**src/rtl/write_fifo_ptr_ctrl_if.sv**
```systemverilog
// Write-side bundle of the async FIFO pointer controller: client handshake,
// read-domain Gray pointer input, RAM write port and status flags.
interface write_fifo_ptr_ctrl_if #(
   parameter int unsigned ADDR_WIDTH = 3
);
   // Client and read-domain inputs
   logic                  w_request_in;
   logic                  w_overflow_clr_in;
   logic [ADDR_WIDTH:0]   r_ptr_gray_in;

   // RAM write port and status
   logic                  w_enable_out;
   logic [ADDR_WIDTH-1:0] w_addr_out;
   logic [ADDR_WIDTH:0]   w_ptr_gray_out;
   logic                  w_full_out;
   logic                  w_almost_full_out;
   logic [ADDR_WIDTH:0]   w_level_out;
   logic                  w_overflow_out;

   // Client / surrounding logic side
   modport master (
      output w_request_in,
      output w_overflow_clr_in,
      output r_ptr_gray_in,
      input  w_enable_out,
      input  w_addr_out,
      input  w_ptr_gray_out,
      input  w_full_out,
      input  w_almost_full_out,
      input  w_level_out,
      input  w_overflow_out
   );

   // Pointer controller side
   modport slave (
      input  w_request_in,
      input  w_overflow_clr_in,
      input  r_ptr_gray_in,
      output w_enable_out,
      output w_addr_out,
      output w_ptr_gray_out,
      output w_full_out,
      output w_almost_full_out,
      output w_level_out,
      output w_overflow_out
   );
endinterface

```
**src/rtl/write_fifo_ptr_ctrl.sv**
```systemverilog
// Write-domain pointer and flag controller for an asynchronous FIFO.
// Keeps a binary/Gray write pointer with a wrap bit, synchronises the read
// Gray pointer, and produces RAM write strobe/address, full, almost-full,
// a pessimistic fill level and a sticky overflow flag.
module write_fifo_ptr_ctrl #(
   parameter int unsigned ADDR_WIDTH   = 3,
   parameter int unsigned SYNC_STAGES  = 2,
   parameter int unsigned AFULL_THRESH = 6
) (
   input logic                  w_clk_in,
   input logic                  w_reset_n_in,
   write_fifo_ptr_ctrl_if.slave wr_if
);
   localparam int unsigned PW = ADDR_WIDTH + 1;
   localparam int unsigned A  = ADDR_WIDTH;

   typedef logic [PW-1:0] ptr_t;

   // Synchroniser chain; element 0 is the first flop after the domain crossing
   logic [SYNC_STAGES-1:0][PW-1:0] sync_q, sync_d;

   ptr_t w_bin_q,   w_bin_d;
   ptr_t w_gray_q,  w_gray_d;
   ptr_t level_q,   level_d;
   logic full_q,    full_d;
   logic afull_q,   afull_d;
   logic ovf_q,     ovf_d;

   logic w_enable;
   ptr_t rptr_sync;
   ptr_t rptr_bin;
   ptr_t full_pattern;

   // Synchroniser shift: new sample enters at stage 0
   always_comb begin
      sync_d = {sync_q[SYNC_STAGES-2:0], wr_if.r_ptr_gray_in};
   end

   assign rptr_sync = sync_q[SYNC_STAGES-1];

   // Gray-to-binary of the synchronised read pointer
   always_comb begin
      rptr_bin = '0;
      for (int i = 0; i < int'(PW); i++) begin
         rptr_bin[i] = ^(rptr_sync >> i);
      end
   end

   // Write pointer equals read pointer plus DEPTH: top two Gray bits inverted
   always_comb begin
      full_pattern = rptr_sync;
      full_pattern[A]   = ~rptr_sync[A];
      full_pattern[A-1] = ~rptr_sync[A-1];
   end

   // Write acceptance: a request is dropped while full
   assign w_enable = wr_if.w_request_in & ~full_q;

   // Next-state for pointers and flags, all from the same pre-edge rptr_sync
   always_comb begin
      w_bin_d  = w_bin_q + ptr_t'(w_enable);
      w_gray_d = w_bin_d ^ (w_bin_d >> 1);
      full_d   = (w_gray_d == full_pattern);
      level_d  = w_bin_d - rptr_bin;
      afull_d  = (32'(level_d) >= AFULL_THRESH);
      // Set takes priority over clear
      ovf_d    = (wr_if.w_request_in & full_q) | (ovf_q & ~wr_if.w_overflow_clr_in);
   end

   // State registers with asynchronous active-low reset
   always_ff @(posedge w_clk_in or negedge w_reset_n_in) begin
      if (!w_reset_n_in) begin
         sync_q   <= '0;
         w_bin_q  <= '0;
         w_gray_q <= '0;
         level_q  <= '0;
         full_q   <= 1'b0;
         afull_q  <= 1'b0;
         ovf_q    <= 1'b0;
      end else begin
         sync_q   <= sync_d;
         w_bin_q  <= w_bin_d;
         w_gray_q <= w_gray_d;
         level_q  <= level_d;
         full_q   <= full_d;
         afull_q  <= afull_d;
         ovf_q    <= ovf_d;
      end
   end

   assign wr_if.w_enable_out      = w_enable;
   assign wr_if.w_addr_out        = w_bin_q[A-1:0];
   assign wr_if.w_ptr_gray_out    = w_gray_q;
   assign wr_if.w_full_out        = full_q;
   assign wr_if.w_almost_full_out = afull_q;
   assign wr_if.w_level_out       = level_q;
   assign wr_if.w_overflow_out    = ovf_q;

endmodule

```
**src/flat_wrapper.sv**
```systemverilog
// flat-port wrapper written by rule: the top's interface ports become plain ports
module write_fifo_ptr_ctrl_flat 
#(
   parameter int unsigned ADDR_WIDTH   = 3,
   parameter int unsigned SYNC_STAGES  = 2,
   parameter int unsigned AFULL_THRESH = 6
)
  (w_clk_in, w_reset_n_in, wr_if_w_request_in, wr_if_w_overflow_clr_in, wr_if_r_ptr_gray_in, wr_if_w_enable_out, wr_if_w_addr_out, wr_if_w_ptr_gray_out, wr_if_w_full_out, wr_if_w_almost_full_out, wr_if_w_level_out, wr_if_w_overflow_out);
  write_fifo_ptr_ctrl_if #(.ADDR_WIDTH(ADDR_WIDTH)) wr_if_i ();
  input logic w_clk_in;
  input logic w_reset_n_in;
  input wire logic [$bits(wr_if_i.w_request_in)-1:0] wr_if_w_request_in;
  input wire logic [$bits(wr_if_i.w_overflow_clr_in)-1:0] wr_if_w_overflow_clr_in;
  input wire logic [$bits(wr_if_i.r_ptr_gray_in)-1:0] wr_if_r_ptr_gray_in;
  output wire logic [$bits(wr_if_i.w_enable_out)-1:0] wr_if_w_enable_out;
  output wire logic [$bits(wr_if_i.w_addr_out)-1:0] wr_if_w_addr_out;
  output wire logic [$bits(wr_if_i.w_ptr_gray_out)-1:0] wr_if_w_ptr_gray_out;
  output wire logic [$bits(wr_if_i.w_full_out)-1:0] wr_if_w_full_out;
  output wire logic [$bits(wr_if_i.w_almost_full_out)-1:0] wr_if_w_almost_full_out;
  output wire logic [$bits(wr_if_i.w_level_out)-1:0] wr_if_w_level_out;
  output wire logic [$bits(wr_if_i.w_overflow_out)-1:0] wr_if_w_overflow_out;
  assign wr_if_i.w_request_in = wr_if_w_request_in;
  assign wr_if_i.w_overflow_clr_in = wr_if_w_overflow_clr_in;
  assign wr_if_i.r_ptr_gray_in = wr_if_r_ptr_gray_in;
  assign wr_if_w_enable_out = wr_if_i.w_enable_out;
  assign wr_if_w_addr_out = wr_if_i.w_addr_out;
  assign wr_if_w_ptr_gray_out = wr_if_i.w_ptr_gray_out;
  assign wr_if_w_full_out = wr_if_i.w_full_out;
  assign wr_if_w_almost_full_out = wr_if_i.w_almost_full_out;
  assign wr_if_w_level_out = wr_if_i.w_level_out;
  assign wr_if_w_overflow_out = wr_if_i.w_overflow_out;
  write_fifo_ptr_ctrl #(.ADDR_WIDTH(ADDR_WIDTH), .SYNC_STAGES(SYNC_STAGES), .AFULL_THRESH(AFULL_THRESH)) u_core (.w_clk_in(w_clk_in), .w_reset_n_in(w_reset_n_in), .wr_if(wr_if_i));
endmodule
```
**config.mk**
```make
export PLATFORM = sky130hd
export DESIGN_NAME = write_fifo_ptr_ctrl_flat
export DESIGN_NICKNAME = d
export VERILOG_FILES = /design/src/rtl/write_fifo_ptr_ctrl_if.sv /design/src/rtl/write_fifo_ptr_ctrl.sv /design/src/flat_wrapper.sv
export SDC_FILE = /design/constraint.sdc
export NUM_CORES = 1
export LEC_CHECK = 0
export BUFFER_PORTS_ARGS = -buffer_cell sky130_fd_sc_hd__buf_2
export CORE_ASPECT_RATIO = 2
export CORE_MARGIN = 2
export CORE_UTILIZATION = 28
export DETAILED_ROUTE_END_ITERATION = 10
export GPL_TIMING_DRIVEN = 1
export PLACE_DENSITY = 0.49
export SYNTH_ARGS = -nofsm -noshare
export SYNTH_HDL_FRONTEND = slang
export SYNTH_SLANG_ARGS = --single-unit
```
**constraint.sdc**
```tcl
create_clock -name w_clk_in -period 2.8 [get_ports w_clk_in]
set_input_delay 0.28 -clock w_clk_in [delete_from_list [all_inputs] [get_ports w_clk_in]]
set_output_delay 0.28 -clock w_clk_in [all_outputs]
set_load 0.02 [all_outputs]
```
==> impl_metrics.py <==
metrics = {
    "worst_hold_path": {
        "worstHoldPathType": "in2reg",
    },
    "cts": {
        "cts_buffers": 3,
        "ctsLongestPathBuffers": 2,
        "clockRootBuffer": "clkbuf_8",
        "clkTransAtPathRegs_ps": 80,
        "post_cts_resized": 0,
        "clkSinkCount": 22,
        "cts_tree": "yes",
        "h-tree-depth": 1,
        "clk_latency_ps": 260,
    },
    "floorplanning": {
        "rows": 29,
        "die_y_um": 85.2,
        "core_area_um2": 3160,
        "start_util": 0.293,
        "dieArea_um2": 3800,
        "io_pins": 23,
        "die_w_um": 44.6,
    },
    "sta": {
        "fin_skew_ps": 4.32,
        "fin_tns_setup_ps": 0,
        "rsz0062_at_grt": "no",
        "maxSlewHeadroom": 0.682,
        "finalCritPeriodShare": 0.812,
        "worstMarginPinSlew_ps": 473,
        "fmax_ghz": 0.440,
        "hold_viol": 0,
        "min_period_ps": 2270,
        "setup_viol": 0,
        "drv_slew": 0,
    },
    "routing": {
        "initialDrtViolationCount": 3,
        "routed_via_density": 4.49,
        "postRouteWirelength_mm": 1.52,
        "dr.pass1.iters": 2,
        "ant_nets": 0,
        "vias": 561,
        "drc": 0,
        "wl_per_cell_um": 12.2,
    },
    "global_route": {
        "met3_usage": 0.0128,
        "busiest_layer": "met2",
        "grtUsageMet2": 0.169,
        "grt_usage": 0.0975,
        "overflow": 0,
        "grt_max_degree": 23,
        "grt_pass1_wl_mm": 2.63,
        "use_met1": 0.102,
        "antenna_found_initial": 0,
        "grt_pass1_vias": 589,
    },
    "final_layout": {
        "fillers": 314,
        "fin_util": 0.360,
        "fin_area_um2": 1140,
        "synthToLayoutAreaGrowth_pct": 23.2,
        "fin_nets": 109,
        "diodes": 0,
        "drive_gt1_frac": 0.319,
        "seqCellArea_um2": 551,
        "multi_input_area_um2": 343,
    },
    "logic_synthesis": {
        "synth_top_cell_by_area": "dfrtp_1",
        "synth-async-reset-ratio": 1.00,
        "syn_area_per_cell_um2": 13.8,
        "synth_cell_types": 21,
        "syn_inst": 67,
        "yosysWarnings": 0,
        "synth.area.top_cells": "dfrtp_1 60%, ha_1 6.8%, xnor2_1 6.6%",
        "synth_nets": 81,
        "synth_edf_count": 0,
        "synth-main-ff-cell": "dfrtp_1",
        "yosysTopAreaCellShare": 0.596,
        "ys_seq_area_frac": 0.596,
        "syn_area_um2": 923,
        "ys_ff_latch": 22,
    },
    "placement": {
        "routabilityCongestion": 0.684,
        "io_buffers": 22,
        "place_area_um2": 1070,
        "dp_hpwl_mm": 1.21,
    },
    "worst_setup_path": {
        "worstSetupPathType": "reg2reg",
        "rrSetupSlack_ps": 530,
        "crit_arrival_ps": 2420,
        "crit_path_end": "u_core.wr_if.w_almost_full_out",
        "r2r_end": "u_core.wr_if.w_almost_full_out",
        "worstRegToRegCells": 8,
        "reg2reg_from": "u_core.rptr_sync[3]",
        "critPathLaunch": "u_core.rptr_sync[3]",
        "critPathLaunchType": "flip-flop",
        "crit_fanout": 3,
        "endpoint_kind": "flip-flop",
        "crit_required_ps": 2950,
    },
    "power": {
        "p_leak_uw": 0.000577,
        "vdd_drop_max_mv": 0.473,
        "powerDensity_nw_per_um2": 1410,
    },
    "outcome": {
        "status": "finished, final reports clean",
    },
    "flow_run": {
        "max_cap_violations": 0,
    },
}
[worst min path at each step]
stage / startpoint / end / slack (ps) / depth (start not counted)
after floorplan: w_reset_n_in / u_core.rptr_sync[0] / -20 / 0
after CTS: wr_if_r_ptr_gray_in[3] / u_core.sync_d[7] / 110 / 1
after global routing: wr_if_r_ptr_gray_in[3] / u_core.sync_d[7] / 110 / 1
after detailed placement: w_reset_n_in / u_core.wr_if.w_level_out[0] / 280 / 1
after global placement: w_reset_n_in / u_core.wr_if.w_level_out[0] / 270 / 1
final: wr_if_r_ptr_gray_in[1] / u_core.sync_d[5] / 120 / 1
[sequential cells by signal, indices dropped and copies added, names as in the netlist]
name,flops
u_core.rptr_sync,4
u_core.sync_d,4
u_core.w_bin_q,4
u_core.wr_if.w_level_out,4
u_core.wr_if.w_ptr_gray_out,3
u_core.wr_if.w_almost_full_out,1
u_core.wr_if.w_full_out,1
u_core.wr_if.w_overflow_out,1
[worst max-delay path: stages, from the launching register on]
cell      delay, ps
dfrtp_1         400
xnor2_1         280
xor2_1          300
xnor2_1         110
ha_1            210
fa_1            500
inv_1            50
a22oi_1         220
o211ai_2         90
[where the power goes]
| part | switching, uW | internal (uW) |
|---|---|---|
| registers | 56.1 | 439 |
| logic | 521 | 365 |
| clock network | 99.4 | 125 |
[routing by layer]
metal	share of wire	vias up
li1	-	269
met2	0.60	13
met3	0.028	5
met1	0.34	274
met4	0.035	0
met5	0	-
[cell families (layout without fill, tap and decap cells)]
kind of cell,after synthesis,count (layout),share of synthesized area
AO/OA/AOI/OAI,9,9,0.0745
XOR/XNOR,16,16,0.168
adder cells (fa/ha/maj),6,6,0.0894
buffers and inverters,8,35,0.0325
flip-flops,22,22,0.596
AND/OR/NAND/NOR,6,6,0.0393
[cell usage after synthesis, types with 2 or more instances]
cell type / n
xor2_1: 7
nor3_1: 2
ha_1: 5
dfrtp_1: 22
inv_1: 8
xnor2_1: 7
a21oi_1: 2
[cell usage in the layout (no fill, tap or decap), drive strengths merged]
master	count
a211o	1
buf	22
fa	1
nand2	1
xnor2	8
nand3	1
o211a	1
o211ai	1
clkbuf	4
xor2	8
nor2b	1
inv	8
nor3	2
a21oi	2
a21boi	1
and3	1
o21ai	1
dfrtp	22
dlygate4sd3	1
a21o	1
a22oi	1
ha	5
[layout make-up]
| cell class | count | area share |
|---|---|---|
| clock buffer | 4 | 0.0484 |
| tap | 31 | 0.0341 |
| multi-input combinational | 37 | 0.301 |
| sequential | 22 | 0.484 |
| inverter | 8 | 0.0264 |
| timing repair buffer | 23 | 0.106 |
[through the flow]
step	std cells	total power, uW	hold slack, ps	setup WS (ps)
global route	125	1750	109	321
finish	125	1600	116	525
CTS	125	1640	111	485
detailed placement	120	1410	278	473
global placement	120	1390	271	516
floorplan	67	1170	-15.6	369
[what timing repair did]
item	in CTS	in global routing
endpoints found under the hold margin	22	0
setup endpoints to repair	0	0
buffers inserted	0	0
hold buffers	1	0
No activity file was read; power rests on OpenSTA's default activity.
